File: config.mk
export PLATFORM = sky130hd
export DESIGN_NAME = cap_touch_scanner
export DESIGN_NICKNAME = d
export VERILOG_FILES = /design/src/rtl/cap_touch_scanner.sv
export SDC_FILE = /design/constraint.sdc
export NUM_CORES = 1
export LEC_CHECK = 0
export CORE_ASPECT_RATIO = 0.9
export CORE_MARGIN = 2
export CORE_UTILIZATION = 49
export CTS_BUF_LIST = sky130_fd_sc_hd__clkbuf_16
export CTS_CLUSTER_SIZE = 30
export DETAILED_ROUTE_END_ITERATION = 8
export PLACE_DENSITY = 0.77
export SETUP_SLACK_MARGIN = 0.2
export SLEW_MARGIN = 40
export SYNTH_ARGS = -nofsm -noshare
export SYNTH_HDL_FRONTEND = slang
export SYNTH_SLANG_ARGS = --single-unit
File: constraint.sdc
create_clock -name clock -period 2.12 [get_ports clock]
set_clock_uncertainty 0.1 [all_clocks]
set_input_delay 0.424 -clock clock [delete_from_list [all_inputs] [get_ports clock]]
set_output_delay 0.424 -clock clock [all_outputs]
set_load 0.01 [all_outputs]
File: src/rtl/cap_touch_scanner.sv
// Nine-pad RC touch scanner: charge, time each pad's discharge, threshold, debounce, latch press edges.
// Results appear with a one-cycle scan_done pulse the cycle after EVAL; no backpressure, press is sticky until cleared.
module cap_touch_scanner #(
    parameter int NUM_PADS      = 9,
    parameter int CHARGE_CYCLES = 64,
    parameter int TIMEOUT       = 1023,
    parameter int THRESHOLD     = 200,
    parameter int DEBOUNCE      = 3,
    parameter int CW            = $clog2(TIMEOUT + 1)
) (
    input  logic                clock,
    input  logic                reset,
    input  logic                enable,
    input  logic [NUM_PADS-1:0] capacitive_sensors_in,
    output logic                capacitive_sensors_out,
    output logic [NUM_PADS-1:0] touched,
    output logic [NUM_PADS-1:0] press,
    input  logic [NUM_PADS-1:0] press_clear,
    output logic                scan_done,
    output logic                busy
);
    localparam int HW = $clog2(CHARGE_CYCLES + 1);
    localparam int DW = $clog2(DEBOUNCE + 1);

    typedef enum logic [1:0] {S_IDLE, S_CHARGE, S_MEASURE, S_EVAL} state_t;

    state_t              state_q, state_d;
    logic [NUM_PADS-1:0] sync1_q, sync2_q;
    logic [HW-1:0]       chg_q, chg_d;
    logic [CW-1:0]       m_q, m_d;
    logic [NUM_PADS-1:0] cap_q, cap_d;
    logic [CW-1:0]       cnt_q [NUM_PADS];
    logic [CW-1:0]       cnt_d [NUM_PADS];
    logic [DW-1:0]       dbc_q [NUM_PADS];
    logic [DW-1:0]       dbc_d [NUM_PADS];
    logic [NUM_PADS-1:0] touched_q, touched_d;
    logic [NUM_PADS-1:0] press_q, press_d;
    logic [NUM_PADS-1:0] rise_q, rise_d;
    logic                done_q, done_d;
    logic [NUM_PADS-1:0] newcap;
    logic [NUM_PADS-1:0] clr_eff;

    always_comb begin
        state_d   = state_q;
        chg_d     = chg_q;
        m_d       = m_q;
        cap_d     = cap_q;
        cnt_d     = cnt_q;
        dbc_d     = dbc_q;
        touched_d = touched_q;
        rise_d    = '0;
        done_d    = 1'b0;
        newcap    = '0;

        case (state_q)
            S_IDLE: begin
                if (enable) begin
                    state_d = S_CHARGE;
                    chg_d   = '0;
                end
            end
            S_CHARGE: begin
                if (chg_q == HW'(CHARGE_CYCLES - 1)) begin
                    state_d = S_MEASURE;
                    m_d     = '0;
                    cap_d   = '0;
                end else begin
                    chg_d = chg_q + HW'(1);
                end
            end
            S_MEASURE: begin
                newcap = ~cap_q & ~sync2_q;
                cap_d  = cap_q | newcap;
                for (int i = 0; i < NUM_PADS; i++) begin
                    if (newcap[i]) cnt_d[i] = m_q;
                end
                if (&(cap_q | newcap)) begin
                    state_d = S_EVAL;
                end else if (m_q == CW'(TIMEOUT)) begin
                    for (int i = 0; i < NUM_PADS; i++) begin
                        if (!(cap_q[i] | newcap[i])) cnt_d[i] = CW'(TIMEOUT);
                    end
                    state_d = S_EVAL;
                end
                if (m_q != CW'(TIMEOUT)) m_d = m_q + CW'(1);
            end
            S_EVAL: begin
                for (int i = 0; i < NUM_PADS; i++) begin
                    if ((cnt_q[i] > CW'(THRESHOLD)) == touched_q[i]) begin
                        dbc_d[i] = '0;
                    end else if (dbc_q[i] == DW'(DEBOUNCE - 1)) begin
                        touched_d[i] = ~touched_q[i];
                        dbc_d[i]     = '0;
                    end else begin
                        dbc_d[i] = dbc_q[i] + DW'(1);
                    end
                end
                rise_d  = touched_d & ~touched_q;
                done_d  = 1'b1;
                chg_d   = '0;
                state_d = enable ? S_CHARGE : S_IDLE;
            end
            default: state_d = S_IDLE;
        endcase
    end

    // A clear landing while a fresh rise is still on display loses to that rise.
    assign clr_eff = press_clear & ~(done_q ? rise_q : '0);
    assign press_d = (press_q & ~clr_eff) | rise_d;

    always_ff @(posedge clock) begin
        if (!reset) begin
            state_q   <= S_IDLE;
            sync1_q   <= '0;
            sync2_q   <= '0;
            chg_q     <= '0;
            m_q       <= '0;
            cap_q     <= '0;
            cnt_q     <= '{default: '0};
            dbc_q     <= '{default: '0};
            touched_q <= '0;
            press_q   <= '0;
            rise_q    <= '0;
            done_q    <= 1'b0;
        end else begin
            state_q   <= state_d;
            sync1_q   <= capacitive_sensors_in;
            sync2_q   <= sync1_q;
            chg_q     <= chg_d;
            m_q       <= m_d;
            cap_q     <= cap_d;
            cnt_q     <= cnt_d;
            dbc_q     <= dbc_d;
            touched_q <= touched_d;
            press_q   <= press_d;
            rise_q    <= rise_d;
            done_q    <= done_d;
        end
    end

    assign capacitive_sensors_out = (state_q == S_CHARGE);
    assign busy                   = (state_q != S_IDLE);
    assign touched                = touched_q;
    assign press                  = press_q;
    assign scan_done              = done_q;
endmodule

==> results.yml, run 1 <==
global_route:
  grtUsageTotal: 0.215
  antenna_found_initial: 1
  grt_max_degree: 106
  grt_pass1_vias: 5614
  grt_pass1_wl_mm: 28.2
  overflow: 0
outcome:
  status: "finished clean"
synthesis:
  ys_ff_latch: 182
  yosys-mux-area-fraction: 0.124
  async_reset_ff_frac: 0
  ys_seq_area_frac: 0.477
  synth_top_cells_by_area: "dfxtp_1 48%, mux2i_1 12%, a21oi_1 7.0%"
  syn_nets: 822
  synthAdderAreaFrac: 0.0115
  synthDominantCellAreaShare: 0.477
  yosys.area_share.simple: 0.189
  ys_warn_count: 0
  syn_avg_cell_area_um2: 9.62
  yosys_most_used_dff: "dfxtp_1"
  syn_inst: 794
  synth_edf_count: 0
  synthesis.area_um2: 7630
  synth_largest_area_cell: "dfxtp_1"
  synth_xor_area_frac: 0
  synth_top_family_by_area: "simple AND/OR/NAND/NOR gates"
  synth_compound_area_frac: 0.166
  synth_cell_types: 48
floorplan:
  die_area_um2: 16600
  die_x_um: 136
  initial_utilization: 0.498
  core_um2: 15300
  pin_count: 42
  die_h_um: 122
  num_rows: 43
critical_path:
  crit_arrival_ps: 2170
  path_max_fanout: 6
  rr_endpoint: "m_q[2]"
  r2r_start: "state_q[0]"
  crit_end: "m_q[2]"
  ff2ff_path_depth: 8
  crit_path_end_kind: "flip-flop"
  worstSetupStartpointType: "flip-flop"
  crit_type: "reg -> reg"
  worstSetupStartpoint: "state_q[0]"
  cp.required_ps: 2320
  r2r_setup_slack_ps: 150
sta:
  tightest_slew_ps: 648
  max_freq_ghz: 0.508
  fin_setup_tns_ps: 0
  period_needed_ps: 1970
  period_share: 0.928
  slew_viol_final: 0
  final-setup-viol-count: 0
  rsz0062_at_grt: "true"
  slew_headroom: 0.568
  hold_viol_final: 0
route:
  drtAntennaViolNets: 0
  num_vias: 6141
  wl_met2_mm: 8.34
  drt_pre_antenna_iters: 6
  via_per_inst: 5.75
  dr_wl_met3_mm: 1.11
  drt_iter0_drc: 554
  routedWlPerCell_um: 17.1
  wl_met1_mm: 8.44
  drc_errors: 0
  top_layer_used: "met4"
  wirelength_mm: 18.3
layout:
  nNetsFinal: 881
  diodes: 0
  final_cell_mix: "169 x dfxtp_1, 107 x a21oi_1, 91 x mux2i_1"
  layout_commonest_cell: "dfxtp_1"
  fin_cells: 1068
  drive_above_1_share: 0.181
  areaGrowthSynthToFinish_pct: 23.0
  fillers: 1250
placed_design:
  post-dp-hpwl_mm: 10.7
  dp.cells: 1023
  io_buffer_count: 41
  place_congestion: 0.832
power_and_ir_drop:
  finalPower_w: 0.00875
  clockPowerShare: 0.369
  peakVddDrop_mv: 0.655
  intPower_w: 0.00626
  powerDensity_nw_per_um2: 931
  p_switching_w: 0.00249
  power_frac_comb: 0.212
  p_leak_nw: 3.38
  switching_share: 0.284
  p_seq_frac: 0.419
clocking:
  cts_tree: "yes"
  cts-root-buf: "clkbuf_16"
  cts.sinks: 182
  cts_buffer_depth: 2
  htree_levels: 4
  numCtsBuffers: 17
  clk_pin_slew_worst_paths_ps: 70
  clock_latency_ps: 430
min_path:
  hold_class: "reg -> reg"
run:
  maxCapViolations: 0
area by class of cell:
class,instances,area [um^2],area share
Multi-Input combinational cell,551,3980,0.424
Tap cell,202,253,0.0269
Clock inverter,15,179,0.0191
Timing Repair Buffer,92,856,0.0911
Inverter,9,33.8,0.00360
Clock buffer,17,425,0.0453
Sequential cell,182,3660,0.390
sequential cells by signal, indices dropped and copies added, names as in the netlist:
signal / cells
state_q: 2
m_q: 10
cap_q: 9
touched: 9
cnt_q: 90
press: 9
sync1_q: 9
chg_q: 7
dbc_q: 18
scan_done: 1
sync2_q: 9
rise_q: 9
metrics by stage:
stage / instance area, um^2 / hold slack, ps / util / worst slack (ps)
after floorplan: 7630 / 308 / - / 210
after global placement: 8400 / 315 / 0.548 / 71.6
after detailed placement: 8400 / 326 / 0.548 / 27.1
after CTS: 9120 / 341 / 0.595 / 166
after global routing: 9390 / 349 / 0.612 / 89.8
final: 9390 / 340 / 0.612 / 153
synthesized netlist by cell type, drive strengths merged, types with 10 or more instances:
| library cell | instances |
|---|---|
| o211ai | 18 |
| o21ai | 20 |
| and2 | 18 |
| nand4 | 12 |
| a21oi | 108 |
| o31a | 10 |
| dfxtp | 182 |
| and3 | 11 |
| a311oi | 10 |
| clkbuf | 36 |
| nand2 | 50 |
| buf | 16 |
| nor2b | 36 |
| nor2 | 25 |
| nand4b | 10 |
| nor3 | 26 |
| mux2i | 92 |
| nand3b | 19 |
| nand3 | 25 |
critical path: stages (launching register included):
cell	delay, ps
dfxtp_2	340
inv_2	120
ha_4	190
inv_1	110
nor4_4	370
buf_4	240
nor3_1	90
mux2i_1	190
a21oi_1	90
per-layer routing:
layer,up-vias,track usage
li1,3023,-
met1,2889,0.290
met3,43,0.0673
met4,0,0.0632
met2,186,0.331
met5,-,0
cell families (layout without fill, tap and decap cells):
family,Yosys count,after routing
compound gates,200,200
mux,94,94
simple gates,250,250
flops,182,182
buf+inv,61,133
fa+ha+maj,7,7
timing repair:
action / 4_1_cts / 5_1_grt
buffers inserted: 2 / 1
hold buffers: 0 / 0
gates resized for setup: 44 / 79
cloned: 2 / 8
setup endpoints to repair: 112 / 111
pin swaps: 4 / 11
power groups by stage:
stage	Sequential [W]	Combinational [W]	Clock (W)
floorplan	0.00366	0.00110	0
global placement	0.00368	0.00150	0
detailed placement	0.00368	0.00152	0
CTS	0.00363	0.00157	0.00327
global route	0.00368	0.00198	0.00343
finish	0.00366	0.00186	0.00322
worst min path at each step:
| stage | startpoint | end | slack, ps | depth (start not counted) |
|---|---|---|---|---|
| finish | sync1_q[8] | sync2_q[8] | 340 | 1 |
| global route | sync1_q[6] | sync2_q[6] | 350 | 1 |
| CTS | sync1_q[6] | sync2_q[6] | 340 | 1 |
| detailed placement | sync1_q[6] | sync2_q[6] | 330 | 1 |
| global placement | sync1_q[6] | sync2_q[6] | 310 | 1 |
| floorplan | chg_q[6] | chg_q[6] | 310 | 2 |
No activity file was read; power rests on OpenSTA's default activity.
==> run 2: changes to the inputs <==
RECOVER_POWER = 100   (was unset)
==> run 2 against run 1 <==
Sequential power barely moved. Combinational power shrank 3%. Power decreased by 0.67%. Global-route usage stayed put. Die area stayed put. Non-clock buffer count stayed put. Setup slack lost 21 ps. Largest power group unchanged.
==> results.yml, run 2 (synthesized netlist as in run 1, its figures left out) <==
outcome:
  status: "finished clean"
clocking:
  clock_latency_ps: 430
  cts_buffer_depth: 2
  numCtsBuffers: 17
  cts.sinks: 182
  cts_hold_buf: 0
  htree_levels: 4
  cts_tree: "yes"
  clk_pin_slew_worst_paths_ps: 70
  cts-root-buf: "clkbuf_16"
floorplan:
  initial_utilization: 0.498
  die_area_um2: 16600
  pin_count: 42
  core_um2: 15300
  die_h_um: 122
  num_rows: 43
  die_x_um: 136
layout:
  largest_reg_flops: 90
  final_cell_mix: "170 x dfxtp_1, 107 x a21oi_1, 92 x mux2i_1"
  largestRegisters: "cnt_q: 90 flops, dbc_q: 18 flops, m_q: 10 flops"
  fin_cells: 1069
  areaGrowthSynthToFinish_pct: 21.6
  regMostFlops: "cnt_q"
  layout_commonest_cell: "dfxtp_1"
  drive_above_1_share: 0.159
  nNetsFinal: 881
power_and_ir_drop:
  finalPower_w: 0.00869
  peakVddDrop_mv: 0.649
  p_leak_nw: 3.29
  powerDensity_nw_per_um2: 935
sta:
  tightest_slew_ps: 674
  rsz0062_at_grt: "true"
  final-setup-viol-count: 0
  max_freq_ghz: 0.503
  period_share: 0.938
  hold_viol_final: 0
  slew_viol_final: 0
  period_needed_ps: 1990
  fin_setup_tns_ps: 0
  slew_headroom: 0.551
global_route:
  grt_max_degree: 106
  antenna_found_initial: 1
  grt_pass1_vias: 5614
  grtUsageTotal: 0.215
  overflow: 0
  grt_pass1_wl_mm: 28.2
route:
  num_vias: 6127
  drt_iter0_drc: 582
  routedWlPerCell_um: 17.0
  wirelength_mm: 18.2
  drtAntennaViolNets: 0
  via_per_inst: 5.73
  drt_pre_antenna_iters: 5
  drc_errors: 0
placed_design:
  place_congestion: 0.832
  io_buffer_count: 41
  dp.cells: 1023
  post-dp-hpwl_mm: 10.7
critical_path:
  worstSetupStartpointType: "flip-flop"
  crit_arrival_ps: 2190
  cp_cell_sequence: "inv_2 > ha_4 > inv_1 > nor4_4 > buf_4 > nor3_1 > mux2i_1 > a21oi_1"
  cp.required_ps: 2320
  worst_path_max_delay_cell: "nor4_4"
  crit_type: "reg -> reg"
  path_max_fanout: 6
  crit_path_end_kind: "flip-flop"
  cp_slowest_stage_delay_ps: 380
min_path:
  hold_class: "reg -> reg"
run:
  maxCapViolations: 0
run 2: where the power goes:
part,switching (W),total (W),internal [W]
registers,0.000121,0.00366,0.00354
logic,0.000988,0.00181,0.000824
clock network,0.00135,0.00322,0.00187
run 2: metrics by stage:
step | instance area [um^2] | hold WS [ps] | setup slack [ps] | utilization
CTS | 9120 | 341 | 166 | 0.595
finish | 9290 | 339 | 132 | 0.606
global route | 9280 | 349 | 88.7 | 0.605
detailed placement | 8400 | 326 | 27.1 | 0.548
global placement | 8400 | 315 | 71.6 | 0.548
floorplan | 7630 | 308 | 210 | -
run 2: final cells by class:
class	instances	area, um^2
multi-input cells	551	3920
flip-flops and latches	182	3660
inverters	9	33.8
well taps	202	253
fillers	1277	6050
clock buffers	17	425
clock inverters	15	179
diodes	1	2.50
repair buffers	92	806
run 2: worst max-delay path: cells and delay by family (launching register included):
family / cells / cell delay [ps]
simple gates: 2 / 470
mux: 1 / 190
flops: 1 / 340
fa+ha+maj: 1 / 190
compound gates: 1 / 90
buf+inv: 3 / 470
run 2: worst paths after layout:
path | depth (start not counted) | to | slack [ps] | startpoint
max | 8 | m_q[2] | 130 | state_q[0]
min | 1 | sync2_q[8] | 340 | sync1_q[8]
max reg2reg | 8 | m_q[2] | 130 | state_q[0]
min reg2reg | 1 | sync2_q[8] | 340 | sync1_q[8]
run 2: per-layer routing:
metal,part of all wire,vias to the layer above,global-route usage
met4,0.022,2,0.0632
li1,-,3026,-
met5,0.00071,-,0
met1,0.46,2882,0.290
met3,0.062,35,0.0673
met2,0.45,182,0.331
run 2: repair_timing:
| action | in CTS | in global routing |
|---|---|---|
| setup buffers | 2 | 1 |
| cloned | 2 | 8 |
| resized for setup | 44 | 79 |
| hold endpoints to repair | 0 | 0 |
| pin swaps | 4 | 11 |
| endpoints found under the setup margin | 112 | 111 |
==> run 3: changes to the inputs <==
CAP_MARGIN = 20   (was unset)
CORE_UTILIZATION = 59   (was 49)
PLACE_DENSITY = 0.89   (was 0.77)
SKIP_CTS_REPAIR_TIMING = 1   (was unset)
==> run 3 against run 2 <==
Flip-flop and latch count did not move. Fmax fell by 5.7%. Via count increased by 10%. Largest power group unchanged. Final cell count is 3.8% lower. Clock-buffer cell count stayed put.
==> results.yml, run 3 (synthesized netlist as in run 1, its figures left out) <==
clocking:
  cts.sinks: 182
  numCtsBuffers: 17
  clk_pin_slew_worst_paths_ps: 60
  htree_levels: 4
  cts-root-buf: "clkbuf_16"
  cts_tree: "yes"
  cts_buffer_depth: 2
  clock_latency_ps: 430
placed_design:
  pre_cts_slack_ps: -104
  io_buffer_count: 41
  post-dp-hpwl_mm: 11.8
  place_congestion: 0.812
floorplan:
  core_um2: 12700
  die_x_um: 124
  num_rows: 39
  pin_count: 42
  initial_utilization: 0.602
  die_h_um: 112
  die_area_um2: 13900
route:
  drt_iter0_drc: 837
  routedWlPerCell_um: 21.2
  wirelength_mm: 21.8
  drt_pre_antenna_iters: 5
  drtAntennaViolNets: 0
  drc_errors: 0
  num_vias: 6767
  via_per_inst: 6.58
sta:
  layout_setup_ws_ps: 10.9
  final-setup-viol-count: 0
  rsz0062_at_grt: "true"
  period_share: 0.995
  tightest_slew_ps: 1220
  hold_viol_final: 0
  slew_headroom: 0.184
  slew_viol_final: 0
  period_needed_ps: 2110
  timing.hold.ws_ps: 287
  max_freq_ghz: 0.474
power_and_ir_drop:
  intPower_w: 0.00615
  p_switching_w: 0.00253
  power_frac_comb: 0.231
  p_seq_frac: 0.423
  clockPowerShare: 0.346
  p_leak_nw: 3.33
  finalPower_w: 0.00868
  peakVddDrop_mv: 0.727
  switching_share: 0.292
  powerDensity_nw_per_um2: 933
critical_path:
  cp_cell_sequence: "inv_4 > ha_1 > inv_1 > buf_4 > nor3_4 > buf_6 > mux2i_1 > a21oi_1"
  r2r_start: "state_q[0]"
  rr_endpoint: "cnt_q[22]"
  crit_arrival_ps: 2300
  ff2ff_path_depth: 8
  cp_slowest_stage_delay_ps: 360
  cp.required_ps: 2310
  path_max_fanout: 10
  r2r_setup_slack_ps: 10
  worst_path_max_delay_cell: "dfxtp_4"
  crit_path_end_kind: "flip-flop"
  worstSetupStartpointType: "flip-flop"
  crit_type: "reg -> reg"
global_route:
  grtUsageMet1: 0.348
  grtUsageTotal: 0.280
  antenna_found_initial: 0
  grt_util_met3: 0.0763
  top_usage_layer: "met2"
  grt_max_degree: 56
  grt_pass1_wl_mm: 30.5
  gr-usage-met2: 0.459
  grt_pass1_vias: 6297
  overflow: 0
layout:
  diodes: 0
  nNetsFinal: 879
  regMostFlops: "cnt_q"
  drive_above_1_share: 0.179
  final_cell_mix: "170 x dfxtp_1, 101 x a21oi_1, 91 x mux2i_1"
  layout_commonest_cell: "dfxtp_1"
  regArea_um2: 3670
  largestRegisters: "cnt_q: 90 flops, dbc_q: 18 flops, m_q: 10 flops"
  multiInputGateArea_um2: 4040
  areaGrowthSynthToFinish_pct: 21.9
  fillers: 785
  largest_reg_flops: 90
outcome:
  status: "finished clean"
min_path:
  holdPathStages: 2
  min_from: "reset"
  holdPathEnd: "sync1_q[1]"
  hold_class: "in -> reg"
run:
  maxCapViolations: 0
run 3: changes by cell type in the layout (fill, tap and decap cells not counted), sizes merged, moves of 2 or more:
cell           previous run  this run
buf                      40        45
clkbuf                   31        25
clkdlybuf4s50            19        24
dlygate4sd2               5         0
dlygate4sd3              10         7
dlymetal6s2s              0         2
run 3: power by group through the flow:
| stage | Clock (W) | Sequential [W] | Combinational [W] |
|---|---|---|---|
| global route | 0.00314 | 0.00368 | 0.00211 |
| detailed placement | 0 | 0.00368 | 0.00152 |
| CTS | 0.00298 | 0.00361 | 0.00155 |
| global placement | 0 | 0.00367 | 0.00147 |
| finish | 0.00300 | 0.00367 | 0.00200 |
| floorplan | 0 | 0.00366 | 0.00110 |
run 3: worst max path at each step:
stage / cells after the start / end / start
2_1_floorplan: 9 / cnt_q[41] / state_q[0]
3_3_place_gp: 6 / state_q[0] / m_q[0]
3_5_place_dp: 7 / cnt_q[26] / state_q[0]
4_1_cts: 4 / capacitive_sensors_out / state_q[1]
5_1_grt: 8 / cnt_q[22] / state_q[0]
6_report: 8 / cnt_q[22] / state_q[0]
run 3: worst max-delay path, delay by kind of cell (launching register included):
kind                     cells  cell delay, ps
multiplexers                 1             320
AND/OR/NAND/NOR              1             270
buffers and inverters        4             600
flip-flops                   1             360
AO/OA/AOI/OAI                1             120
adder cells (fa/ha/maj)      1             200
run 3: per-stage QoR:
stage	instances	utilization	instance area [um^2]	setup TNS (ps)
3_3_place_gp	979	0.654	8300	0
5_1_grt	1028	0.733	9300	-72.9
2_1_floorplan	794	-	7630	0
3_5_place_dp	979	0.654	8300	-4100
6_report	1028	0.733	9300	0
4_1_cts	1011	0.697	8850	-9160
run 3: layout make-up:
| class | instances | area share |
|---|---|---|
| multi-input combinational | 551 | 0.434 |
| sequential | 182 | 0.394 |
| timing repair buffer | 90 | 0.0866 |
| clock buffer | 17 | 0.0457 |
| tap | 164 | 0.0221 |
| clock inverter | 15 | 0.0134 |
| inverter | 9 | 0.00390 |
run 3: layer usage:
| metal | wire [um] | vias up |
|---|---|---|
| li1 | - | 3017 |
| met1 | 8310 | 3252 |
| met2 | 10700 | 403 |
| met3 | 1800 | 95 |
| met4 | 1020 | 0 |
| met5 | 0 | - |
